--- src/rtl/pipe_pkg.sv ---
// Shared pipeline-stage definitions: stage-register state encoding and bubble constants.
package pipe_pkg;

  typedef enum logic [1:0] {
    EMPTY = 2'd0,
    ONE   = 2'd1,
    FULL  = 2'd2
  } pipe_state_t;

  localparam logic [63:0] PIPE_NOP = 64'h0;

  function automatic logic [1:0] occ_count(input logic main_v, input logic skid_v);
    return {1'b0, main_v} + {1'b0, skid_v};
  endfunction

endpackage

--- src/rtl/pipe_entry_reg.sv ---
// One valid+data storage entry with load/clear/hold; clear rewrites the data with the bubble value.
module pipe_entry_reg #(
  parameter int                 DATA_W     = 64,
  parameter logic [DATA_W-1:0]  BUBBLE_VAL = '0
) (
  input  logic              clk,
  input  logic              rst,
  input  logic              load,
  input  logic              clear,
  input  logic [DATA_W-1:0] load_data,
  output logic              valid,
  output logic [DATA_W-1:0] data
);

  logic              valid_q, valid_d;
  logic [DATA_W-1:0] data_q, data_d;

  always_comb begin
    valid_d = valid_q;
    data_d  = data_q;
    if (clear) begin
      valid_d = 1'b0;
      data_d  = BUBBLE_VAL;
    end else if (load) begin
      valid_d = 1'b1;
      data_d  = load_data;
    end
  end

  always_ff @(posedge clk or posedge rst) begin
    if (rst) begin
      valid_q <= 1'b0;
      data_q  <= BUBBLE_VAL;
    end else begin
      valid_q <= valid_d;
      data_q  <= data_d;
    end
  end

  assign valid = valid_q;
  assign data  = data_q;

endmodule

--- src/rtl/pipe_stage_skid_reg.sv ---
// Elastic pipeline-stage register: main entry plus one skid entry so in_ready never depends on out_ready.
module pipe_stage_skid_reg
  import pipe_pkg::*;
#(
  parameter int                DATA_W            = 64,
  parameter logic [DATA_W-1:0] BUBBLE_VAL        = '0,
  parameter bit                FLUSH_OVER_FREEZE = 1'b0
) (
  input  logic              clk,
  input  logic              rst,
  input  logic              flush,
  input  logic              freeze,
  input  logic              in_valid,
  output logic              in_ready,
  input  logic [DATA_W-1:0] in_data,
  output logic              out_valid,
  input  logic              out_ready,
  output logic [DATA_W-1:0] out_data,
  output logic [1:0]        occupancy
);

  pipe_state_t       state_q, state_d;
  logic              main_valid, skid_valid;
  logic [DATA_W-1:0] main_data, skid_data, main_load_data;
  logic              main_load, main_clear, main_from_skid;
  logic              skid_load, skid_clear;
  logic              in_fire, out_fire, flush_eff;

  assign in_ready  = ~freeze & (state_q != FULL);
  assign out_valid = ~freeze & main_valid;
  assign out_data  = main_data;
  assign occupancy = occ_count(main_valid, skid_valid);

  assign in_fire   = in_valid & in_ready;
  assign out_fire  = out_valid & out_ready;
  // With freeze dominant, a flush raised during freeze is dropped, not remembered.
  assign flush_eff = flush & (FLUSH_OVER_FREEZE ? 1'b1 : ~freeze);

  always_comb begin
    state_d        = state_q;
    main_load      = 1'b0;
    main_clear     = 1'b0;
    main_from_skid = 1'b0;
    skid_load      = 1'b0;
    skid_clear     = 1'b0;
    if (flush_eff) begin
      state_d    = EMPTY;
      main_clear = 1'b1;
      skid_clear = 1'b1;
    end else begin
      unique case (state_q)
        EMPTY: begin
          if (in_fire) begin
            state_d   = ONE;
            main_load = 1'b1;
          end
        end
        ONE: begin
          if (in_fire && out_fire) begin
            main_load = 1'b1;
          end else if (in_fire) begin
            state_d   = FULL;
            skid_load = 1'b1;
          end else if (out_fire) begin
            state_d    = EMPTY;
            main_clear = 1'b1;
          end
        end
        FULL: begin
          if (out_fire) begin
            state_d        = ONE;
            main_load      = 1'b1;
            main_from_skid = 1'b1;
            skid_clear     = 1'b1;
          end
        end
        default: state_d = EMPTY;
      endcase
    end
  end

  assign main_load_data = main_from_skid ? skid_data : in_data;

  always_ff @(posedge clk or posedge rst) begin
    if (rst) state_q <= EMPTY;
    else     state_q <= state_d;
  end

  pipe_entry_reg #(.DATA_W(DATA_W), .BUBBLE_VAL(BUBBLE_VAL)) u_main (
    .clk       (clk),
    .rst       (rst),
    .load      (main_load),
    .clear     (main_clear),
    .load_data (main_load_data),
    .valid     (main_valid),
    .data      (main_data)
  );

  pipe_entry_reg #(.DATA_W(DATA_W), .BUBBLE_VAL(BUBBLE_VAL)) u_skid (
    .clk       (clk),
    .rst       (rst),
    .load      (skid_load),
    .clear     (skid_clear),
    .load_data (in_data),
    .valid     (skid_valid),
    .data      (skid_data)
  );

  a_skid_implies_main: assert property (@(posedge clk) disable iff (rst)
    !(skid_valid && !main_valid));

endmodule

--- config.mk ---
export PLATFORM = sky130hd
export DESIGN_NAME = pipe_stage_skid_reg
export DESIGN_NICKNAME = d
export VERILOG_FILES = /design/src/rtl/pipe_pkg.sv /design/src/rtl/pipe_entry_reg.sv /design/src/rtl/pipe_stage_skid_reg.sv
export SDC_FILE = /design/constraint.sdc
export NUM_CORES = 1
export LEC_CHECK = 0
export ABC_AREA = 1
export BUFFER_PORTS_ARGS = -buffer_cell sky130_fd_sc_hd__buf_2
export CAP_MARGIN = 20
export CORE_MARGIN = 2
export CORE_UTILIZATION = 55
export DETAILED_ROUTE_END_ITERATION = 8
export PLACE_DENSITY_LB_ADDON = 0.1
export SYNTH_ARGS = -nofsm -noshare
export SYNTH_HDL_FRONTEND = slang
export SYNTH_SLANG_ARGS = --single-unit
--- constraint.sdc ---
create_clock -name clk -period 5.6 [get_ports clk]
set_input_delay 0.56 -clock clk [delete_from_list [all_inputs] [get_ports clk]]
set_output_delay 0.56 -clock clk [all_outputs]
set_load 0.02 [all_outputs]
==> impl_metrics.yaml <==
status:
  run_status: "completed"
worst_setup_path:
  crit_path_end_kind: "flip-flop"
  r2r_end: "u_main.data[1]$_DFFE_PP0P_"
  rrSetupSlack_ns: 2.50
  rr_startpoint: "state_q[0]$_DFFE_PP0P_"
  rr_worst_depth: 12
  crit_type: "reg2reg"
  critPathArrivalTime_ns: 3.40
  worst-path-max-fanout: 66
  cp_data_required_time_ns: 5.90
  startpoint_type: "flip-flop"
timing:
  final-hold-violation-count: 0
  setup_tns_ns: 0
  period_needed_ns: 3.10
  fin_ws_ns: 2.50
  grt_setup_unrepaired: "no"
  worstMarginPinSlew_ns: 0.930
  finalCritPeriodShare_pct: 55.3
  fmax_mhz: 323
  relSlewSlack_pct: 38.0
  setup_violations: 0
  skew_ns: 0.0113
  drv_slew: 0
synth:
  netlist_area_um2: 6420
  avgSynthCellArea_um2: 7.79
  syn_nets: 895
  ys_seq_area_share_pct: 51.5
  syn_inst: 824
  synth.top_cell.area_share_pct: 51.5
  ys_types: 19
  yosysTopAreaCell: "dfrtp_1"
  ys_top_cells_by_area: "dfrtp_1, nand3_1, nand2_1, buf_2, buf_6"
  ys.warnings.count: 0
  synth_seq_cells: 132
power_and_ir_drop:
  netSwitchingPower_mw: 1.60
  switching_share_pct: 37.1
  seq_power_share_pct: 38.2
  power.density_nw_per_um2: 557
  internal_power_mw: 2.71
  power_mw: 4.32
  leakage_nw: 4.45
  pwr-share-clk_pct: 29.1
  peakVddDrop_uv: 304
  p_comb_share_pct: 32.7
drt:
  first_pass_iters: 6
  ant_nets: 0
  dr.first_iter.drc_count: 551
  wire_per_inst_um: 15.9
  drt-total-wl_um: 17200
  vias: 6094
  viasPerCell: 5.65
  drc: 0
clocking:
  htreeDepth: 4
  cts_buffer_depth: 2
  cts_resized: 0
  path_clk_slew_ns: 0.06
  clock_latency_ns: 0.42
  cts_tree: "done"
  numCtsBuffers: 17
  postCtsSetupBuffers: 0
  hold_buffers: 0
  cts_sinks: 132
  cts-root-buf: "clkbuf_16"
grt:
  grtUsageTotal_pct: 27.8
  first_global_vias: 5717
  antenna_found_initial: 0
  grt-ovfl-total: 0
  grt_pass1_wl_um: 28200
  grt_max_degree: 75
place:
  gp_congestion: 0.925
  post-dp-hpwl_um: 9710
  pre_cts_slack_ns: 1.78
  io_buffer_count: 137
die:
  rows: 39
  die_area_um2: 12600
  core_area_um2: 11400
  initial_core_util_pct: 56.2
  die_x_um: 112
  ios: 138
  die_h_um: 112
finish:
  antennaDiodeCount: 0
  area_delta_synth_final_pct: 20.8
  drive_gt1_share_pct: 20.9
  final_cell_mix: "nand2_1, nand3_1, buf_2"
  final_common_cell: "nand2_1"
  final_nets: 994
worst_hold_path:
  hold_path_class: "in2async"
job:
  max_cap_viol_count: 0
final cells by class:
class | instances | area [µm²]
fill | 972 | 3660
multi-input combinational | 614 | 2710
inverter | 10 | 42.5
clock buffer | 21 | 480
sequential | 132 | 3300
tap | 143 | 179
clock inverter | 11 | 198
timing repair buffer | 148 | 843
flip-flops by register name, indices dropped and copies added (netlist names):
name          count
state_q           2
u_main.data      64
u_main.valid      1
u_skid.data      64
u_skid.valid      1
worst max-delay path, stage by stage (launching register included):
cell	delay, ns
dfrtp_1	0.46
inv_2	0.09
nand2_4	0.09
nand2_1	0.07
nand2_2	0.07
buf_4	0.58
nand2_1	0.14
inv_2	0.37
buf_12	0.28
nand2_2	0.31
buf_12	0.31
nand3_1	0.11
nand2_1	0.07
routing by layer:
| metal | vias up | track usage, % | share of wire (%) |
|---|---|---|---|
| met3 | 14 | 7.40 | 8.2 |
| li1 | 2887 | - | - |
| met1 | 2911 | 37.8 | 43 |
| met2 | 282 | 44.5 | 48 |
| met5 | - | 0 | 0 |
| met4 | 0 | 8.29 | 1.1 |
synthesized netlist by cell type:
cell,count
a21oi_1,1
buf_1,3
buf_2,46
buf_4,4
buf_6,9
clkbuf_1,6
dfrtp_1,132
ha_1,1
inv_1,7
inv_2,3
nand2_1,340
nand2_4,1
nand3_1,259
nand3_2,1
nand3_4,1
nand4_1,1
nor2_1,6
nor3_4,1
o21ai_0,2
metrics by stage:
stage               std cells  hold WS, ns  util (%)  area [µm²]
finish                   1079        0.212      67.9        7750
global route             1079        0.253      67.9        7750
CTS                      1077        0.232      67.6        7710
global placement         1041        0.459      60.9        6960
detailed placement       1045        0.476      61.6        7040
floorplan                 824        0.446         -        6420
worst max-delay path by stage:
stage	slack (ns)	depth (start not counted)	to	start
floorplan	1.51	1	state_q[0]$_DFFE_PP0P_	rst
global placement	1.42	11	u_main.data[56]$_DFFE_PP0P_	freeze
detailed placement	1.78	12	u_main.data[1]$_DFFE_PP0P_	freeze
CTS	2.06	11	u_main.data[1]$_DFFE_PP0P_	state_q[0]$_DFFE_PP0P_
global route	2.36	12	u_main.data[18]$_DFFE_PP0P_	state_q[0]$_DFFE_PP0P_
finish	2.50	12	u_main.data[1]$_DFFE_PP0P_	state_q[0]$_DFFE_PP0P_
power by group through the flow:
stage | Sequential, mW | Clock [mW] | Combinational [mW]
floorplan | 1.90 | 0 | 0.696
global placement | 1.64 | 0 | 1.35
detailed placement | 1.65 | 0 | 1.40
CTS | 1.65 | 1.27 | 1.41
global route | 1.70 | 1.32 | 1.55
finish | 1.65 | 1.26 | 1.41
kinds of logic (layout without fill, tap and decap cells):
| group | count (synthesis) | in the layout | share of synthesized area (%) |
|---|---|---|---|
| DFF | 132 | 132 | 51.5 |
| and+or+nand+nor | 610 | 610 | 41.4 |
| buffers and inverters | 78 | 190 | 6.74 |
| adders and majority gates | 1 | 1 | 0.195 |
| AOI/OAI and AO/OA | 3 | 3 | 0.234 |
No activity file was read; power rests on OpenSTA's default activity.
